`src/rtl/alu_mdu_pkg.sv`:
```
// Shared op-code encodings, FSM state type and op-class helper for alu_mdu.
package alu_mdu_pkg;

    localparam logic [4:0] OP_ADD    = 5'd0;
    localparam logic [4:0] OP_SUB    = 5'd1;
    localparam logic [4:0] OP_AND    = 5'd2;
    localparam logic [4:0] OP_OR     = 5'd3;
    localparam logic [4:0] OP_XOR    = 5'd4;
    localparam logic [4:0] OP_SLL    = 5'd5;
    localparam logic [4:0] OP_SRL    = 5'd6;
    localparam logic [4:0] OP_SRA    = 5'd7;
    localparam logic [4:0] OP_SLT    = 5'd8;
    localparam logic [4:0] OP_SLTU   = 5'd9;
    localparam logic [4:0] OP_JALR   = 5'd10;
    localparam logic [4:0] OP_BEQ    = 5'd11;
    localparam logic [4:0] OP_BNE    = 5'd12;
    localparam logic [4:0] OP_BLT    = 5'd13;
    localparam logic [4:0] OP_BGE    = 5'd14;
    localparam logic [4:0] OP_BLTU   = 5'd15;
    localparam logic [4:0] OP_BGEU   = 5'd16;
    localparam logic [4:0] OP_MUL    = 5'd17;
    localparam logic [4:0] OP_MULH   = 5'd18;
    localparam logic [4:0] OP_MULHSU = 5'd19;
    localparam logic [4:0] OP_MULHU  = 5'd20;
    localparam logic [4:0] OP_DIV    = 5'd21;
    localparam logic [4:0] OP_DIVU   = 5'd22;
    localparam logic [4:0] OP_REM    = 5'd23;
    localparam logic [4:0] OP_REMU   = 5'd24;

    typedef enum logic [1:0] {IDLE, BUSY, DONE} state_e;

    function automatic logic is_muldiv(input logic [4:0] op);
        return (op >= OP_MUL) && (op <= OP_REMU);
    endfunction

endpackage

```
`src/rtl/alu_mdu_iter.sv`:
```
// Iterative multiply/divide datapath: one shift-add or restoring-subtract step
// per cycle on operand magnitudes, sign fixup applied combinationally at the end.
module alu_mdu_iter
    import alu_mdu_pkg::*;
#(
    parameter int XLEN = 32
) (
    input  logic            i_clock,
    input  logic            i_reset,
    input  logic            i_start,
    input  logic            i_step,
    input  logic [4:0]      i_op,
    input  logic [XLEN-1:0] i_a,
    input  logic [XLEN-1:0] i_b,
    output logic            o_last,
    output logic [XLEN-1:0] o_result
);
    localparam int CW = $clog2(XLEN) + 1;

    logic [4:0]        r_op;
    logic              r_div, r_negq, r_negr, r_dz;
    logic [XLEN-1:0]   r_hi, r_lo, r_opnd;
    logic [CW-1:0]     r_cnt;

    logic              w_sa_en, w_sb_en, w_sa, w_sb, w_isdiv, w_ge;
    logic [XLEN-1:0]   w_ma, w_mb;
    logic [XLEN:0]     w_madd, w_shift, w_trial;
    logic [2*XLEN-1:0] w_prod, w_prodf;

    assign w_sa_en = (i_op == OP_MUL) || (i_op == OP_MULH) || (i_op == OP_MULHSU) ||
                     (i_op == OP_DIV) || (i_op == OP_REM);
    assign w_sb_en = (i_op == OP_MUL) || (i_op == OP_MULH) ||
                     (i_op == OP_DIV) || (i_op == OP_REM);
    assign w_sa    = w_sa_en && i_a[XLEN-1];
    assign w_sb    = w_sb_en && i_b[XLEN-1];
    assign w_ma    = w_sa ? -i_a : i_a;
    assign w_mb    = w_sb ? -i_b : i_b;
    assign w_isdiv = (i_op >= OP_DIV);

    // hi:lo is the running product (mul) or remainder:quotient (div)
    assign w_madd  = {1'b0, r_hi} + (r_lo[0] ? {1'b0, r_opnd} : '0);
    assign w_shift = {r_hi, r_lo[XLEN-1]};
    assign w_trial = w_shift - {1'b0, r_opnd};
    // a zero divisor always "fits", so the remainder ends up holding the dividend
    assign w_ge    = r_dz || !w_trial[XLEN];

    always_ff @(posedge i_clock) begin
        if (i_reset) begin
            r_cnt <= '0;
        end else if (i_start) begin
            r_op   <= i_op;
            r_div  <= w_isdiv;
            r_dz   <= w_isdiv && (i_b == '0);
            r_negq <= w_sa ^ w_sb;
            r_negr <= w_sa;
            r_hi   <= '0;
            r_lo   <= w_ma;
            r_opnd <= w_mb;
            r_cnt  <= CW'(XLEN);
        end else if (i_step) begin
            r_cnt <= r_cnt - 1'b1;
            if (r_div) begin
                r_hi <= w_ge ? w_trial[XLEN-1:0] : w_shift[XLEN-1:0];
                r_lo <= {r_lo[XLEN-2:0], w_ge};
            end else begin
                r_hi <= w_madd[XLEN:1];
                r_lo <= {w_madd[0], r_lo[XLEN-1:1]};
            end
        end
    end

    assign o_last  = (r_cnt == CW'(1));
    assign w_prod  = {r_hi, r_lo};
    assign w_prodf = r_negq ? -w_prod : w_prod;

    always_comb begin
        o_result = '0;
        case (r_op)
            OP_MUL:                       o_result = w_prodf[XLEN-1:0];
            OP_MULH, OP_MULHSU, OP_MULHU: o_result = w_prodf[2*XLEN-1:XLEN];
            OP_DIV, OP_DIVU:              o_result = r_dz ? '1 : (r_negq ? -r_lo : r_lo);
            OP_REM, OP_REMU:              o_result = r_negr ? -r_hi : r_hi;
            default:                      o_result = '0;
        endcase
    end

endmodule

```
`src/rtl/alu_mdu.sv`:
```
// XLEN-wide ALU with valid/ready handshake and registered output stage.
// Define ALU_MDU_MULDIV_EN to add the iterative M-extension multiply/divide.
module alu_mdu
    import alu_mdu_pkg::*;
#(
    parameter int XLEN = 32
) (
    input  logic            clock,
    input  logic            reset,
    input  logic            in_valid,
    output logic            in_ready,
    input  logic [4:0]      op,
    input  logic [XLEN-1:0] a,
    input  logic [XLEN-1:0] b,
    output logic            out_valid,
    input  logic            out_ready,
    output logic [XLEN-1:0] result,
    output logic            br_taken,
    output logic            illegal
);
    localparam int SHW = $clog2(XLEN);

    state_e          r_state, w_state_nxt;
    logic            r_out_valid, r_br, r_ill;
    logic [XLEN-1:0] r_result;

    logic            w_accept, w_md, w_br, w_ill;
    logic [XLEN-1:0] w_res, w_sum;
    logic [SHW-1:0]  w_shamt;

    assign in_ready  = (r_state == IDLE) && (!r_out_valid || out_ready);
    assign w_accept  = in_valid && in_ready;
    assign out_valid = r_out_valid;
    assign result    = r_result;
    assign br_taken  = r_br;
    assign illegal   = r_ill;

`ifdef ALU_MDU_MULDIV_EN
    logic            w_it_last;
    logic [XLEN-1:0] w_it_result;

    assign w_md = is_muldiv(op);

    alu_mdu_iter #(.XLEN(XLEN)) u_iter (
        .i_clock  (clock),
        .i_reset  (reset),
        .i_start  (w_accept && w_md),
        .i_step   (r_state == BUSY),
        .i_op     (op),
        .i_a      (a),
        .i_b      (b),
        .o_last   (w_it_last),
        .o_result (w_it_result)
    );
`else
    assign w_md = 1'b0;
`endif

    assign w_sum   = a + b;
    assign w_shamt = b[SHW-1:0];

    always_comb begin
        w_res = '0;
        w_br  = 1'b0;
        w_ill = 1'b0;
        case (op)
            OP_ADD:  w_res = w_sum;
            OP_SUB:  w_res = a - b;
            OP_AND:  w_res = a & b;
            OP_OR:   w_res = a | b;
            OP_XOR:  w_res = a ^ b;
            OP_SLL:  w_res = a << w_shamt;
            OP_SRL:  w_res = a >> w_shamt;
            OP_SRA:  w_res = $signed(a) >>> w_shamt;
            OP_SLT:  w_res = XLEN'($signed(a) < $signed(b));
            OP_SLTU: w_res = XLEN'(a < b);
            OP_JALR: w_res = {w_sum[XLEN-1:1], 1'b0};
            OP_BEQ:  w_br  = (a == b);
            OP_BNE:  w_br  = (a != b);
            OP_BLT:  w_br  = ($signed(a) < $signed(b));
            OP_BGE:  w_br  = ($signed(a) >= $signed(b));
            OP_BLTU: w_br  = (a < b);
            OP_BGEU: w_br  = (a >= b);
            // unused encodings, and M ops when the iterative unit is absent
            default: w_ill = 1'b1;
        endcase
    end

    always_comb begin
        w_state_nxt = r_state;
        case (r_state)
            IDLE:    if (w_accept && w_md) w_state_nxt = BUSY;
`ifdef ALU_MDU_MULDIV_EN
            BUSY:    if (w_it_last) w_state_nxt = DONE;
            DONE:    w_state_nxt = IDLE;
`endif
            default: w_state_nxt = IDLE;
        endcase
    end

    always_ff @(posedge clock) begin
        if (reset) r_state <= IDLE;
        else       r_state <= w_state_nxt;
    end

    always_ff @(posedge clock) begin
        if (reset) begin
            r_out_valid <= 1'b0;
            r_result    <= '0;
            r_br        <= 1'b0;
            r_ill       <= 1'b0;
        end else begin
            if (r_out_valid && out_ready) r_out_valid <= 1'b0;
            if (w_accept && !w_md) begin
                r_out_valid <= 1'b1;
                r_result    <= w_res;
                r_br        <= w_br;
                r_ill       <= w_ill;
            end
`ifdef ALU_MDU_MULDIV_EN
            if (r_state == DONE) begin
                r_out_valid <= 1'b1;
                r_result    <= w_it_result;
                r_br        <= 1'b0;
                r_ill       <= 1'b0;
            end
`endif
        end
    end

endmodule
```
`config.mk`:
```
export PLATFORM = sky130hd
export DESIGN_NAME = alu_mdu
export DESIGN_NICKNAME = d
export VERILOG_FILES = /design/src/rtl/alu_mdu_pkg.sv /design/src/rtl/alu_mdu_iter.sv /design/src/rtl/alu_mdu.sv
export SDC_FILE = /design/constraint.sdc
export NUM_CORES = 1
export LEC_CHECK = 0
export ABC_CLOCK_PERIOD_IN_PS = 11280
export CAP_MARGIN = 20
export CORE_MARGIN = 2
export CORE_UTILIZATION = 60
export CTS_CLUSTER_DIAMETER = 50
export CTS_CLUSTER_SIZE = 25
export DETAILED_ROUTE_END_ITERATION = 12
export PLACE_DENSITY = 0.95
export SETUP_SLACK_MARGIN = 0.15
export SYNTH_ARGS = -nofsm -noshare
export SYNTH_HDL_FRONTEND = slang
export SYNTH_SLANG_ARGS = --single-unit
```
`constraint.sdc`:
```
create_clock -name clock -period 11.28 [get_ports clock]
set_input_delay 2.256 -clock clock [delete_from_list [all_inputs] [get_ports clock]]
set_output_delay 2.256 -clock clock [all_outputs]
set_load 0.01 [all_outputs]
```
==> results.cfg, run 1 <==
[status]
status = completed

[floorplanning]
coreArea_um2 = 17200
die_h_um = 136
initial_core_util = 0.608
die_w_um = 136
ios = 109
die_area_um2 = 18500
rows = 48

[place]
dp.final_hpwl_um = 36800
placed_cells = 1723
place_ws_ns = 5.07
io_buffers = 108
dpl_cell_area_um2 = 11500
gp_congestion = 1.15

[sta]
period_minus_slack_ns = 6.18
fmax_mhz = 162
final-hold-violation-count = 0
fin_skew_ns = 0.00429
setup_violations = 0
report.final.slew_viol_count = 0
max_slew_margin = 0.242
rsz0062_at_grt = no
setup_ws_ns = 5.10
fin_crit_sh = 0.548
fin_tns_setup_ns = 0
worst_pin_slew_ns = 1.13

[critical_path]
path_max_fanout = 48
crit_type = input port to flop
start_kind = input port
critPathRequiredTime_ns = 11.47
r2r_setup_slack_ns = 8.32
critical_path_arrival_ns = 6.37
r2r-start = out_valid
cp-end-kind = flop
crit_path_end = result[29]
rr_worst_depth = 9
r2r-end = result[21]
cp-startpoint = b[4]

[synthesis]
synth_area_um2 = 10400
synth_top_family_by_area = compound AO/OA/AOI/OAI gates
synth_edf_count = 0
synth_fp_nets = 1652
avgSynthCellArea_um2 = 7.06
synth_compound_area_frac = 0.349
synth_cells = 1480
synthArstFlopShare = 0
muxShareOfSynthArea = 0.165
ys.flop_type = dfxtp_1
ys_warn_count = 0
ys_types = 81
synth-seq-area-share = 0.0671
ys_seq_elements = 35
synth_simple_gate_area_share = 0.203
synthAdderAreaFrac = 0.120
synthXorXnorAreaFrac = 0.0117

[power_and_ir_drop]
p_leak_nw = 4.67
ir_drop_v = 0.0000582
total_power_mw = 0.804
p_per_area_nw_per_um2 = 69.0

[drt]
via_per_inst = 7.78
drt_first_pass_iters = 10
postRouteAntennaNets = 0
drt-initial-drc-count = 2600
routed_wl_um = 48800
via_count = 13473
drc = 0
avgRoutedWirePerCell_um = 28.2

[hold_path]
hold_class = flop to flop

[global_route]
grt_pass1_wl_um = 72700
grt_pass1_vias = 12348
grt_use_total = 0.515
grt_max_degree = 76
gr-total-overflow = 0
antenna_found_initial = 1

[finish]
drive_gt1_frac = 0.0797
multi_input_comb_area_um2 = 8890
nNetsFinal = 1677
areaGrowthSynthToFinish_pct = 11.5
regArea_um2 = 701
fin_cells = 1731
stdcell_area_um2 = 11700
diodes = 0
fill_cells = 1595

[cts]
ctsResizeCount = 0
numCtsBuffers = 5
clkTransAtPathRegs_ns = 0.07
htree_levels = 2
cts_tree = done
hold_buffers = 0
clockBufferDepth = 2
cts_setup_buffers = 0
clkSinkCount = 35
clk_latency_ns = 0.30
cts_root_buf = clkbuf_16

[job]
maxCapViolations = 0
==> logic make-up (layout without fill, tap and decap cells) <==
| kind of cell | after synthesis | count (layout) |
|---|---|---|
| multiplexers | 118 | 118 |
| XOR/XNOR | 14 | 14 |
| flip-flops | 35 | 35 |
| buffers and inverters | 221 | 247 |
| AO/OA/AOI/OAI | 533 | 533 |
| adder cells (fa/ha/maj) | 99 | 99 |
| AND/OR/NAND/NOR | 460 | 460 |
==> cell usage in the layout, fill, tap and decap left out, types with 25 or more instances in the layout <==
master           count
nor2_1             138
o211ai_1            25
ha_1                97
a221oi_1            31
mux4_2              42
clkdlybuf4s50_1    104
nand2_1            148
dfxtp_1             35
o21ai_0            100
inv_1              105
a211oi_1            33
a21oi_1            119
nand3_1             30
a31oi_1             25
nor3_1              33
mux2i_1             60
==> critical path: stages <==
cell	delay, ns
clkdlybuf4s50_1	0.45
buf_4	0.42
inv_1	0.43
ha_1	0.54
nand2_1	0.09
a211oi_1	0.27
nor2_1	0.18
o31a_1	0.32
o41ai_1	0.84
a31oi_1	0.25
mux2i_1	0.20
nand3_1	0.08
==> Yosys cell counts, types with 8 or more instances <==
cell / number / area [µm²]
or3_1: 8 / 50.1
nor2b_1: 15 / 93.8
nor3_1: 35 / 175
a31oi_1: 25 / 156
a21oi_1: 120 / 601
mux2_2: 16 / 180
nor4_1: 11 / 68.8
and3_1: 10 / 62.6
mux2i_1: 60 / 601
o2111ai_1: 11 / 96.3
nand3_1: 31 / 155
o21ai_0: 100 / 500
nor2_1: 138 / 518
mux4_2: 42 / 946
buf_1: 14 / 52.6
a22oi_1: 14 / 105
a211oi_1: 33 / 248
a221o_1: 10 / 100
o31ai_1: 19 / 143
a221oi_1: 31 / 272
nand4_1: 12 / 75.1
buf_2: 22 / 110
a211o_1: 9 / 78.8
o21bai_1: 13 / 97.6
nand2_1: 148 / 556
and2_1: 15 / 93.8
inv_1: 105 / 394
o22ai_1: 19 / 119
xnor2_1: 12 / 105
clkbuf_1: 73 / 274
a21o_1: 18 / 135
o211ai_1: 25 / 188
ha_1: 97 / 1210
nand2b_1: 12 / 75.1
dfxtp_1: 35 / 701
==> metrics by stage <==
| stage | util | hold WS, ns |
|---|---|---|
| final | 0.678 | 0.468 |
| after global routing | 0.678 | 0.503 |
| after CTS | 0.678 | 0.471 |
| after detailed placement | 0.670 | 0.449 |
| after global placement | 0.670 | 0.433 |
| after floorplan | - | 0.483 |
==> routing by layer <==
layer / up-vias / track usage / wire length, µm
li1: 5634 / - / -
met1: 6112 / 0.638 / 16700
met2: 1362 / 0.760 / 19600
met3: 363 / 0.163 / 7770
met4: 2 / 0.349 / 4670
met5: - / 0 / 15
==> where the power goes <==
| group | switching (mW) | internal (mW) | total (mW) |
|---|---|---|---|
| clock network | 0.0692 | 0.0823 | 0.151 |
| registers | 0.00353 | 0.128 | 0.131 |
| logic | 0.335 | 0.186 | 0.521 |
| total | 0.408 | 0.396 | 0.804 |
==> flip-flops by register name, summed over array words and instances (netlist names) <==
name       flops
br_taken       1
out_valid      1
result        32
illegal        1
==> area by class of cell <==
type / count / area share
inverter: 108 / 0.0348
sequential: 35 / 0.0601
timing repair buffer: 131 / 0.106
multi-input combinational: 1224 / 0.763
clock inverter: 1 / 0.000429
tap: 225 / 0.0242
clock buffer: 7 / 0.0114
==> worst min path at each step <==
stage | start | slack, ns | endpoint | cells past startpoint
finish | result[11] | 0.47 | result[11] | 2
global route | result[3] | 0.50 | result[3] | 2
CTS | result[5] | 0.47 | result[5] | 2
detailed placement | result[12] | 0.45 | result[12] | 2
global placement | result[3] | 0.43 | result[3] | 2
floorplan | result[0] | 0.48 | result[0] | 2
(Power assumes the default switching activity.)
==> run 2, diff against run 1 <==
Settings changed: ABC_CLOCK_PERIOD_IN_PS 11280 to 5800.
Clock period 11.28 ns to 5.8 ns, I/O delays scaled along.
==> run 2 against run 1 <==
Sequential power grew 95%; largest cell class unchanged; final cell count grew 1.1%; power grew 100%; via count is essentially flat; critical path type unchanged; non-clock buffer count grew 19; clock skew grew 0.0053 ns; critical path depth shrank 3; register-to-register slack lost 5.4 ns; clock power grew 130%; final area grew 1.8%.
==> results.cfg, run 2 (synthesis results as in run 1) <==
[critical_path]
timing.critical_path.buf_inv = 1
worst_path_largest_cell_delay_ns = 0.98
path_max_fanout = 14
start_kind = input port
cp-end-kind = flop
slowest_stage = a2111oi_0
critical_path_arrival_ns = 5.17
crit_chain = clkdlybuf4s50_1 -> nor3b_1 -> nand3_1 -> nor3_1 -> a2111oi_0 -> o211ai_1 -> a2111o_1 -> a2111oi_0 -> a31oi_1
critPathRequiredTime_ns = 5.98
cpLargestDelayFamily = compound AO/OA/AOI/OAI gates
crit_type = input port to flop
cp_common_cell = a2111oi_0

[finish]
diodes = 0
nNetsFinal = 1696
areaGrowthSynthToFinish_pct = 13.6
multi_input_comb_area_um2 = 8890
regArea_um2 = 701
largest_register_ffs = 32
mostFrequentLayoutCell = nand2_1
fill_cells = 1526
final_core_util = 0.691
final_cell_mix = 148 x nand2_1, 138 x nor2_1, 119 x a21oi_1
drive_gt1_frac = 0.0918
fin_cells = 1750

[cts]
clk_latency_ns = 0.31
cts_tree = done
ctsResizeCount = 0
hold_buffers = 0
clkSinkCount = 35
clockBufferDepth = 2
htree_levels = 2
numCtsBuffers = 5
clkTransAtPathRegs_ns = 0.07
cts_setup_buffers = 0
cts_root_buf = clkbuf_16

[power_and_ir_drop]
sw_frac_of_total = 0.487
ir_drop_v = 0.000114
clkPwrFrac = 0.215
pwr-share-seq = 0.157
p_per_area_nw_per_um2 = 137
p_int_mw = 0.835
switching_power_mw = 0.794
p_leak_nw = 4.79
combPwrFrac = 0.628

[global_route]
gr-total-overflow = 0
grt_max_degree = 73
grt_pass1_vias = 12428
grt_pass1_wl_um = 73100
grt_use_total = 0.521
antenna_found_initial = 1

[job]
maxCapViolations = 0

[floorplanning]
initial_core_util = 0.608
rows = 48
die_h_um = 136
coreArea_um2 = 17200
die_area_um2 = 18500
die_w_um = 136
ios = 109

[drt]
drt_first_pass_iters = 7
postRouteAntennaNets = 0
drt-initial-drc-count = 2435
drc = 0
avgRoutedWirePerCell_um = 28.0
routed_wl_um = 48900
via_count = 13486
via_per_inst = 7.71

[place]
gp_congestion = 1.15
dp.final_hpwl_um = 37300
io_buffers = 108
placed_cells = 1742

[sta]
final-hold-violation-count = 0
rsz0062_at_grt = no
period_minus_slack_ns = 4.99
setup_violations = 0
fmax_mhz = 200
worst_pin_slew_ns = 1.08
fin_skew_ns = 0.00955
max_slew_margin = 0.263
fin_crit_sh = 0.860
hold_ws_ns = 0.455
report.final.slew_viol_count = 0
fin_tns_setup_ns = 0

[hold_path]
hold_class = flop to flop

[status]
status = completed
==> run 2: changes by cell type in the layout (fill, tap and decap cells not counted), sizes merged <==
cell    change
clkbuf      -1
buf        +19
bufinv      +1
==> run 2: path summary, 6_finish.rpt <==
kind / startpoint / end / slack, ns / cells past startpoint
min: result[0] / result[0] / 0.46 / 2
max: op[2] / result[25] / 0.81 / 9
max reg2reg: out_valid / result[25] / 2.88 / 7
min reg2reg: result[0] / result[0] / 0.46 / 2
==> run 2: final cells by class <==
type	instances	area share
Clock buffer	6	0.0117
Clock inverter	2	0.00295
Inverter	108	0.0342
Multi-Input combinational cell	1224	0.749
Sequential cell	35	0.0591
Tap cell	225	0.0237
Timing Repair Buffer	150	0.119
==> run 2: layer usage <==
| layer | vias to the layer above | GRT usage | routed length, µm |
|---|---|---|---|
| met5 | - | 0.00833 | 13 |
| met4 | 2 | 0.389 | 5130 |
| met3 | 399 | 0.163 | 7850 |
| met2 | 1398 | 0.755 | 19200 |
| met1 | 6036 | 0.644 | 16700 |
| li1 | 5651 | - | - |
==> run 2: worst min-delay path: stages (launching register included) <==
cell and delay, ns:
dfxtp_1 0.33, nand2_1 0.04, o21ai_0 0.05
==> run 2: power by group through the flow <==
stage / logic [mW] / registers, mW / clock network [mW]
floorplan: 0.617 / 0.262 / 0
global placement: 0.949 / 0.260 / 0
detailed placement: 0.961 / 0.260 / 0
CTS: 0.966 / 0.255 / 0.343
global route: 1.06 / 0.255 / 0.349
finish: 1.02 / 0.255 / 0.350
==> run 2: per-stage QoR <==
step           total power [mW]  cell area [µm²]  worst slack, ns
3_5_place_dp               1.22            11700            0.716
2_1_floorplan             0.879            10400             1.32
4_1_cts                    1.56            11900             1.03
5_1_grt                    1.67            11900            0.866
3_3_place_gp               1.21            11700            0.790
6_report                   1.63            11900            0.811
